--- config.mk ---
export PLATFORM = sky130hd
export DESIGN_NAME = fir_stream_ctrl_flat
export DESIGN_NICKNAME = d
export VERILOG_FILES = /design/src/rtl/fir_ctrl_pkg.sv /design/src/rtl/fir_stream_ctrl_if.sv /design/src/rtl/fir_result_fifo.sv /design/src/rtl/fir_stream_ctrl.sv /design/src/flat_wrapper.sv
export SDC_FILE = /design/constraint.sdc
export NUM_CORES = 1
export LEC_CHECK = 0
export ABC_AREA = 1
export ABC_CLOCK_PERIOD_IN_PS = 12450
export BUFFER_PORTS_ARGS = -buffer_cell sky130_fd_sc_hd__buf_2
export CELL_PAD_IN_SITES_DETAIL_PLACEMENT = 1
export CELL_PAD_IN_SITES_GLOBAL_PLACEMENT = 2
export CORE_ASPECT_RATIO = 0.6
export CORE_MARGIN = 4
export CORE_UTILIZATION = 37
export CTS_CLUSTER_SIZE = 12
export DETAILED_ROUTE_END_ITERATION = 7
export PLACE_DENSITY = 0.87
export REMOVE_ABC_BUFFERS = 1
export SLEW_MARGIN = 10
export SYNTH_ARGS = -nofsm -noshare
export SYNTH_HDL_FRONTEND = slang
export SYNTH_SLANG_ARGS = --single-unit
--- constraint.sdc ---
create_clock -name i_clk -period 12.45 [get_ports i_clk]
set_input_delay 0.6225 -clock i_clk [delete_from_list [all_inputs] [get_ports i_clk]]
set_output_delay 0.6225 -clock i_clk [all_outputs]
set_load 0.05 [all_outputs]
--- src/rtl/fir_ctrl_pkg.sv ---
// Shared types and helpers for the genericfir stream controller.
package fir_ctrl_pkg;
  typedef enum logic [1:0] {IDLE, STREAM, FLUSH, DRAIN} state_e;

  function automatic int ow_calc(input int iw);
    return 2 * iw + 7;
  endfunction
endpackage

--- src/rtl/fir_stream_ctrl_if.sv ---
// Handshake/bus bundle between the stream controller and its environment
// (sample source, result sink, tap writer and the genericfir core).
interface fir_stream_ctrl_if
  import fir_ctrl_pkg::*;
#(
  parameter int NTAPS = 8,
  parameter int IW    = 12,
  parameter int OW    = ow_calc(IW),
  parameter int LENW  = 16
);
  localparam int IDXW = $clog2(NTAPS + 1);

  logic                     i_start;
  logic [LENW-1:0]          i_length;
  logic                     o_busy;
  logic                     o_done;
  logic                     i_tap_valid;
  logic [IDXW-1:0]          i_tap_idx;
  logic [IW-1:0]            i_tap_data;
  logic                     o_tap_ready;
  logic                     i_s_valid;
  logic [IW-1:0]            i_s_data;
  logic                     o_s_ready;
  logic                     o_fir_ce;
  logic [IW-1:0]            o_fir_sample;
  logic                     o_fir_tap_wr;
  logic [(NTAPS+1)*IW-1:0]  o_fir_taps;
  logic [LENW-1:0]          o_fir_out_len;
  logic [OW-1:0]            i_fir_result;
  logic                     i_fir_valid;
  logic                     i_fir_clean_pip;
  logic                     o_r_valid;
  logic [OW-1:0]            o_r_data;
  logic                     o_r_last;
  logic                     i_r_ready;

  modport master (
    input  i_start, i_length, i_tap_valid, i_tap_idx, i_tap_data, i_s_valid, i_s_data,
           i_fir_result, i_fir_valid, i_fir_clean_pip, i_r_ready,
    output o_busy, o_done, o_tap_ready, o_s_ready, o_fir_ce, o_fir_sample, o_fir_tap_wr,
           o_fir_taps, o_fir_out_len, o_r_valid, o_r_data, o_r_last
  );

  modport slave (
    output i_start, i_length, i_tap_valid, i_tap_idx, i_tap_data, i_s_valid, i_s_data,
           i_fir_result, i_fir_valid, i_fir_clean_pip, i_r_ready,
    input  o_busy, o_done, o_tap_ready, o_s_ready, o_fir_ce, o_fir_sample, o_fir_tap_wr,
           o_fir_taps, o_fir_out_len, o_r_valid, o_r_data, o_r_last
  );
endinterface

--- src/rtl/fir_result_fifo.sv ---
// Small synchronous FIFO holding {last, result}; read data is the head entry, stable until popped.
module fir_result_fifo #(
  parameter int W     = 32,
  parameter int DEPTH = 4
) (
  input  logic         clk,
  input  logic         rst,
  input  logic         push,
  input  logic [W-1:0] wdata,
  input  logic         pop,
  output logic [W-1:0] rdata,
  output logic         full,
  output logic         empty,
  output logic         one
);
  localparam int AW = $clog2(DEPTH);

  logic [W-1:0]  mem [DEPTH];
  logic [AW-1:0] wp, rp;
  logic [AW:0]   cnt;
  logic          wr, rd;

  assign full  = (cnt == (AW+1)'(DEPTH));
  assign empty = (cnt == '0);
  assign one   = (cnt == (AW+1)'(1));
  assign wr    = push & ~full;
  assign rd    = pop & ~empty;
  assign rdata = mem[rp];

  always_ff @(posedge clk) begin
    if (wr) mem[wp] <= wdata;
  end

  always_ff @(posedge clk or posedge rst) begin
    if (rst) begin
      wp  <= '0;
      rp  <= '0;
      cnt <= '0;
    end else begin
      if (wr) wp <= wp + 1'b1;
      if (rd) rp <= rp + 1'b1;
      case ({wr, rd})
        2'b10:   cnt <= cnt + 1'b1;
        2'b01:   cnt <= cnt - 1'b1;
        default: cnt <= cnt;
      endcase
    end
  end
endmodule

--- src/rtl/fir_stream_ctrl.sv ---
// Feeds a burst of samples into genericfir, flushes it with zeros and
// returns exactly `length` results through a small result FIFO.
module fir_stream_ctrl
  import fir_ctrl_pkg::*;
#(
  parameter int NTAPS  = 8,
  parameter int IW     = 12,
  parameter int OW     = ow_calc(IW),
  parameter int LENW   = 16,
  parameter int RDEPTH = 4
) (
  input  logic             i_clk,
  input  logic             i_reset,
  fir_stream_ctrl_if.master bus
);
  state_e                 state, state_nxt;
  logic [LENW-1:0]        len_q, scnt, rcnt;
  logic [NTAPS:0][IW-1:0] taps;
  logic                   tap_wr_q, done_q, done_nxt, alive_q;
  logic                   ce, s_acc, push, pop, tap_we;
  logic [IW-1:0]          smp;
  logic                   f_full, f_empty, f_one;
  logic [OW:0]            f_rdata;

  // alive_q keeps tap_ready low while reset is held, so every output reads 0 in reset
  assign bus.o_tap_ready   = alive_q & (state == IDLE);
  assign bus.o_busy        = (state != IDLE);
  assign bus.o_done        = done_q;
  assign bus.o_s_ready     = s_acc;
  assign bus.o_fir_ce      = ce;
  assign bus.o_fir_sample  = smp;
  assign bus.o_fir_tap_wr  = tap_wr_q;
  assign bus.o_fir_taps    = taps;
  assign bus.o_fir_out_len = len_q;
  assign bus.o_r_valid     = ~f_empty;
  assign bus.o_r_data      = f_empty ? '0 : f_rdata[OW-1:0];
  assign bus.o_r_last      = ~f_empty & f_rdata[OW];

  assign tap_we = bus.o_tap_ready & bus.i_tap_valid & (32'(bus.i_tap_idx) <= NTAPS);
  assign push   = bus.i_fir_valid & ce & (rcnt < len_q);
  assign pop    = ~f_empty & bus.i_r_ready;

  always_comb begin
    state_nxt = state;
    done_nxt  = 1'b0;
    ce        = 1'b0;
    s_acc     = 1'b0;
    smp       = '0;
    case (state)
      IDLE: begin
        if (bus.i_start) begin
          if (bus.i_length == '0) done_nxt = 1'b1;
          else                    state_nxt = STREAM;
        end
      end
      STREAM: begin
        s_acc = bus.i_s_valid & ~f_full;
        ce    = s_acc;
        smp   = bus.i_s_data;
        if (s_acc && scnt == len_q - 1'b1) state_nxt = FLUSH;
      end
      FLUSH: begin
        ce = bus.i_fir_clean_pip & ~f_full;
        // leave as soon as the final result is being captured this cycle
        if (rcnt == len_q || (ce && bus.i_fir_valid && rcnt == len_q - 1'b1))
          state_nxt = DRAIN;
      end
      DRAIN: begin
        if (f_empty || (pop && f_one)) begin
          state_nxt = IDLE;
          done_nxt  = 1'b1;
        end
      end
      default: state_nxt = IDLE;
    endcase
  end

  always_ff @(posedge i_clk or posedge i_reset) begin
    if (i_reset) begin
      state    <= IDLE;
      len_q    <= '0;
      scnt     <= '0;
      rcnt     <= '0;
      taps     <= '0;
      tap_wr_q <= 1'b0;
      done_q   <= 1'b0;
      alive_q  <= 1'b0;
    end else begin
      state    <= state_nxt;
      done_q   <= done_nxt;
      alive_q  <= 1'b1;
      tap_wr_q <= (state == IDLE) & bus.i_start & (bus.i_length != '0);
      if (tap_we) taps[bus.i_tap_idx] <= bus.i_tap_data;
      if (state == IDLE && bus.i_start) begin
        len_q <= bus.i_length;
        scnt  <= '0;
        rcnt  <= '0;
      end else begin
        if (s_acc) scnt <= scnt + 1'b1;
        if (push)  rcnt <= rcnt + 1'b1;
      end
    end
  end

  fir_result_fifo #(.W(OW + 1), .DEPTH(RDEPTH)) u_fifo (
    .clk   (i_clk),
    .rst   (i_reset),
    .push  (push),
    .wdata ({rcnt == len_q - 1'b1, bus.i_fir_result}),
    .pop   (pop),
    .rdata (f_rdata),
    .full  (f_full),
    .empty (f_empty),
    .one   (f_one)
  );
endmodule

--- src/flat_wrapper.sv ---
// flat-port wrapper written by rule: the top's interface ports become plain ports
module fir_stream_ctrl_flat import fir_ctrl_pkg::*;
#(
  parameter int NTAPS  = 8,
  parameter int IW     = 12,
  parameter int OW     = ow_calc(IW),
  parameter int LENW   = 16,
  parameter int RDEPTH = 4
)
  (i_clk, i_reset, bus_i_start, bus_i_length, bus_i_tap_valid, bus_i_tap_idx, bus_i_tap_data, bus_i_s_valid, bus_i_s_data, bus_i_fir_result, bus_i_fir_valid, bus_i_fir_clean_pip, bus_i_r_ready, bus_o_busy, bus_o_done, bus_o_tap_ready, bus_o_s_ready, bus_o_fir_ce, bus_o_fir_sample, bus_o_fir_tap_wr, bus_o_fir_taps, bus_o_fir_out_len, bus_o_r_valid, bus_o_r_data, bus_o_r_last);
  fir_stream_ctrl_if #(.NTAPS(NTAPS), .IW(IW), .OW(OW), .LENW(LENW)) bus_i ();
  input  logic i_clk;
  input  logic i_reset;
  input wire logic [$bits(bus_i.i_start)-1:0] bus_i_start;
  input wire logic [$bits(bus_i.i_length)-1:0] bus_i_length;
  input wire logic [$bits(bus_i.i_tap_valid)-1:0] bus_i_tap_valid;
  input wire logic [$bits(bus_i.i_tap_idx)-1:0] bus_i_tap_idx;
  input wire logic [$bits(bus_i.i_tap_data)-1:0] bus_i_tap_data;
  input wire logic [$bits(bus_i.i_s_valid)-1:0] bus_i_s_valid;
  input wire logic [$bits(bus_i.i_s_data)-1:0] bus_i_s_data;
  input wire logic [$bits(bus_i.i_fir_result)-1:0] bus_i_fir_result;
  input wire logic [$bits(bus_i.i_fir_valid)-1:0] bus_i_fir_valid;
  input wire logic [$bits(bus_i.i_fir_clean_pip)-1:0] bus_i_fir_clean_pip;
  input wire logic [$bits(bus_i.i_r_ready)-1:0] bus_i_r_ready;
  output wire logic [$bits(bus_i.o_busy)-1:0] bus_o_busy;
  output wire logic [$bits(bus_i.o_done)-1:0] bus_o_done;
  output wire logic [$bits(bus_i.o_tap_ready)-1:0] bus_o_tap_ready;
  output wire logic [$bits(bus_i.o_s_ready)-1:0] bus_o_s_ready;
  output wire logic [$bits(bus_i.o_fir_ce)-1:0] bus_o_fir_ce;
  output wire logic [$bits(bus_i.o_fir_sample)-1:0] bus_o_fir_sample;
  output wire logic [$bits(bus_i.o_fir_tap_wr)-1:0] bus_o_fir_tap_wr;
  output wire logic [$bits(bus_i.o_fir_taps)-1:0] bus_o_fir_taps;
  output wire logic [$bits(bus_i.o_fir_out_len)-1:0] bus_o_fir_out_len;
  output wire logic [$bits(bus_i.o_r_valid)-1:0] bus_o_r_valid;
  output wire logic [$bits(bus_i.o_r_data)-1:0] bus_o_r_data;
  output wire logic [$bits(bus_i.o_r_last)-1:0] bus_o_r_last;
  assign bus_i.i_start = bus_i_start;
  assign bus_i.i_length = bus_i_length;
  assign bus_i.i_tap_valid = bus_i_tap_valid;
  assign bus_i.i_tap_idx = bus_i_tap_idx;
  assign bus_i.i_tap_data = bus_i_tap_data;
  assign bus_i.i_s_valid = bus_i_s_valid;
  assign bus_i.i_s_data = bus_i_s_data;
  assign bus_i.i_fir_result = bus_i_fir_result;
  assign bus_i.i_fir_valid = bus_i_fir_valid;
  assign bus_i.i_fir_clean_pip = bus_i_fir_clean_pip;
  assign bus_i.i_r_ready = bus_i_r_ready;
  assign bus_o_busy = bus_i.o_busy;
  assign bus_o_done = bus_i.o_done;
  assign bus_o_tap_ready = bus_i.o_tap_ready;
  assign bus_o_s_ready = bus_i.o_s_ready;
  assign bus_o_fir_ce = bus_i.o_fir_ce;
  assign bus_o_fir_sample = bus_i.o_fir_sample;
  assign bus_o_fir_tap_wr = bus_i.o_fir_tap_wr;
  assign bus_o_fir_taps = bus_i.o_fir_taps;
  assign bus_o_fir_out_len = bus_i.o_fir_out_len;
  assign bus_o_r_valid = bus_i.o_r_valid;
  assign bus_o_r_data = bus_i.o_r_data;
  assign bus_o_r_last = bus_i.o_r_last;
  fir_stream_ctrl #(.NTAPS(NTAPS), .IW(IW), .OW(OW), .LENW(LENW), .RDEPTH(RDEPTH)) u_core (.i_clk(i_clk), .i_reset(i_reset), .bus(bus_i));
endmodule
==> results <==
- The run finished with clean final reports.
- The synthesized design contains 296 register bits.
- The floorplan step defined a die boundary enclosing 39820 um^2.
- Data on the critical path is required at its endpoint by 11830 ps.
- The residual DRC count is 0.
- The clock net in this run drives a total of 296 sinks.
- The delay of the slowest critical-path stage is 1110 ps.
- For this configuration, the core starts out at a cell density of 38.09%.
- The path class of the lowest-slack min-delay path is in2async.
- The clock-pin slew reported for the worst setup and hold paths after clock tree synthesis is 60 ps.
- The sum of negative setup slack is 0 ps.
- Entering global routing, the biggest net connects 87 pins.
- The worst register-to-register path ends at u_core.u_fifo.mem[3][27].
- The number of warnings issued by yosys is 0.
- The worst reg-to-reg setup slack is 8700 ps.
- The count of final max-slew check failures came to 0.
- The number of global-route vias before repair came to 11420.
- The reported leakage power is 7.582 nW.
- After clock tree synthesis, the setup repair step added 0 buffers.
- The number of different library cells used by synthesis comes to 40.
- The final layout net count is 1821.
- The sum of overflow across all layers after global routing is 0.
- The final HPWL from detailed placement is 32290 um.
- The hold violation total from the final report is 0.
- CTS built an H-tree with a depth of 1.
- Leaving out fill and tap cells, the most frequent cells in the layout are nand2_1 (288), buf_2 (257), o21ai_0 (220), nor2_1 (196), dfrtp_1 (167).
- The cell area that synthesis handed to floorplanning was 13540 um^2.
- The worst-case headroom to the max-slew limit is 21.44%.
- The floorplan step set the die width to 255.0 um.
- The reg-to-reg critical path startpoint is u_core.state[1].
- The portion of the post-synthesis area used by sequential elements is 59.44%.
- Counting the buffers created by CTS gives 30.
- The number of routed nets with antenna violations is 0.
- After filler insertion, the fill cell instance count of the layout stands at 4171.
- On the final layout, the worst clock skew is 7.484 ps.
- The multi-input logic area is 4821 um^2.
- The number of DRC markers after the initial detailed-route iteration is 741.
- The total setup violations reported at the end of the flow is 0.
- The via-per-instance ratio is 5.074.
- In this run the vertical extent of the chip is 156.2 um.
- At the later pin of the worst-skew pair, clock insertion delay measures 560 ps.
- The cell at the root of the clock tree is clkbuf_16.
- The synthesized area divided by synthesized cell count is 9.273 um^2.
- Leaving out fill and tap cells, the most frequent cell in the layout is nand2_1.
- The cell class contributing the biggest share of worst-path delay is buffers and inverters.
- The post-synthesis instance total is 1460.
- The slowest cell on the critical path is dfrtp_2.
- The share of layout cells above drive strength 1 is 20.22%.
- The number of port buffers is 257.
- The TritonCTS clock tree is done.
- Across the whole layout, storage elements account for 8049 um^2.
- Post-CTS repair changed the size of 0 cells.
- For the pin with the worst max-slew slack, the measured transition is 1178 ps.
- The number of antenna violations at the first check in global routing is 1.
- The cell count of the worst reg-to-reg path is 8.
- The sum of internal, switching and leakage power is 4.149 mW.
- The total routed wirelength is 43690 um.
- The maximum vdd drop is 0.0001098 V.
- Walking the worst path, the cells encountered are clkinv_1 -> buf_4 -> o21ai_0 -> a21oi_1 -> buf_2.
- The number of search-and-repair iterations in the first detailed-routing pass is 5.
- The detailed-route via count is 11130.
- The area of the core is 35540 um^2.
- The arrival time reported for the critical path endpoint is 3800 ps.
- The detailed-route wire length per cell is 19.91 um.
- The clock period minus final worst setup slack is 4427 ps.
- The tool flagged a number of max-cap violations equal to 0.
- The ratio of total power to cell area is 255.4 nW/um^2.
- The final RePlAce weighted congestion is 0.8653.
- The critical path startpoint category is a flip-flop.
- Pin placement for this block handled 258 I/O pins.
- Of all nets on the critical path, the largest fanout is 67.
- The maximum clock frequency is 0.2259 GHz.
- The number of buffer and inverter stages on the critical path is 3.
- The total routing resource utilization after global routing is 21.62%.
- The first global-routing pass estimated 67500 um of wire.
- Setup repair after global routing left no endpoint under its margin.
- The clock passes through at most 3 buffers.
- The type of the worst setup path is reg2out.
- The worst setup path is captured at an output pin.
- In this run, post-CTS hold repair placed 0 buffers.
- The area growth from synthesis to final layout is 20.00%.
- The cell row count is 53.
- The post-route fraction of the period consumed by the critical path is 35.56%.
cells by family (layout without fill, tap and decap cells):
kind of cell / Yosys count / in the layout / synth area share [%]
other cells: 1 / 2 / 0.02770
simple gates: 633 / 633 / 19.84
flops: 296 / 296 / 59.44
xor+xnor: 21 / 21 / 1.414
buf+inv: 186 / 452 / 5.194
compound gates: 290 / 290 / 11.03
fa+ha+maj: 33 / 33 / 3.050
routing by layer:
metal	GRT usage [%]	part of all wire (%)	up-vias
met5	0	0	-
met4	3.218	1.2	0
met3	5.298	7.2	37
met2	32.69	44	287
met1	32.39	48	5484
li1	-	-	5325
power breakdown:
part	total (mW)	internal, mW	switching (mW)	leakage [nW]
registers	1.34	1.16	0.180	3.42
logic	1.94	0.454	1.48	3.71
clock network	0.870	0.495	0.375	0.459
final cells by class:
class | count | area share [%]
flip-flops and latches | 296 | 49.54
multi-input cells | 978 | 29.67
repair buffers | 266 | 8.333
clock buffers | 49 | 5.622
well taps | 467 | 3.596
inverters | 133 | 3.104
clock inverters | 4 | 0.1155
diodes | 1 | 0.01540
Yosys cell counts:
cell	number	area (um^2)
a211o_1	1	8.760
a21oi_1	56	280.3
a21oi_2	2	17.52
a221oi_1	1	8.760
a31oi_1	2	12.51
and2_1	2	12.51
buf_1	10	37.54
buf_2	1	5.000
buf_4	1	7.510
clkbuf_1	41	153.9
clkinv_1	1	3.750
conb_1	1	3.750
dfrtp_1	168	4204
edfxtp_1	128	3844
ha_1	33	412.9
inv_1	131	491.7
inv_2	1	3.750
nand2_1	288	1081
nand2_2	13	81.33
nand2_4	2	22.52
nand3_1	64	320.3
nand3_2	4	40.04
nand3b_1	2	15.01
nand4_1	19	118.9
nor2_1	201	754.5
nor2_2	5	31.28
nor2_4	3	33.78
nor2_8	1	20.02
nor3_1	21	105.1
nor4_1	7	43.79
o211a_1	1	10.01
o211ai_1	1	7.510
o21a_1	3	22.52
o21ai_0	220	1101
o21ai_2	2	17.52
o31ai_1	1	7.510
or2_2	1	6.260
xnor2_1	3	26.28
xor2_1	17	148.9
xor2_2	1	16.27
flip-flops by register name, summed over array words and instances, names as in the netlist:
register,count
u_core.u_fifo.mem,128
u_core.scnt,16
u_core.bus.o_fir_tap_wr,1
u_core.state,2
u_core.bus.o_fir_taps,108
u_core.bus.o_done,1
u_core.alive_q,1
u_core.bus.o_fir_out_len,16
u_core.u_fifo.rp,2
u_core.u_fifo.cnt,3
u_core.u_fifo.wp,2
u_core.rcnt,16
through the flow:
stage	hold slack, ps	utilization (%)	cells	cell area (um^2)	setup slack, ps
final	244.9	45.71	2194	16250	8023
after global routing	256.8	45.71	2194	16250	7636
after CTS	250.3	45.70	2193	16240	8002
after detailed placement	468.2	43.08	2140	15310	8624
after global placement	461.3	43.08	2140	15310	8848
after floorplan	451.0	-	1407	13340	7281
worst max-delay path by stage:
| stage | startpoint | endpoint | slack, ps | depth (start not counted) |
|---|---|---|---|---|
| 2_1_floorplan | i_reset | u_core.alive_q | 7280 | 1 |
| 3_3_place_gp | u_core.state[1] | u_core.u_fifo.mem[3][26] | 8850 | 8 |
| 3_5_place_dp | u_core.u_fifo.rp[0] | bus_o_r_data[1] | 8620 | 5 |
| 4_1_cts | u_core.u_fifo.rp[0] | bus_o_r_data[1] | 8000 | 5 |
| 5_1_grt | u_core.u_fifo.rp[0] | bus_o_r_data[10] | 7640 | 5 |
| 6_report | u_core.u_fifo.rp[0] | bus_o_r_data[3] | 8020 | 5 |
Power figures use the tool's default switching activity.
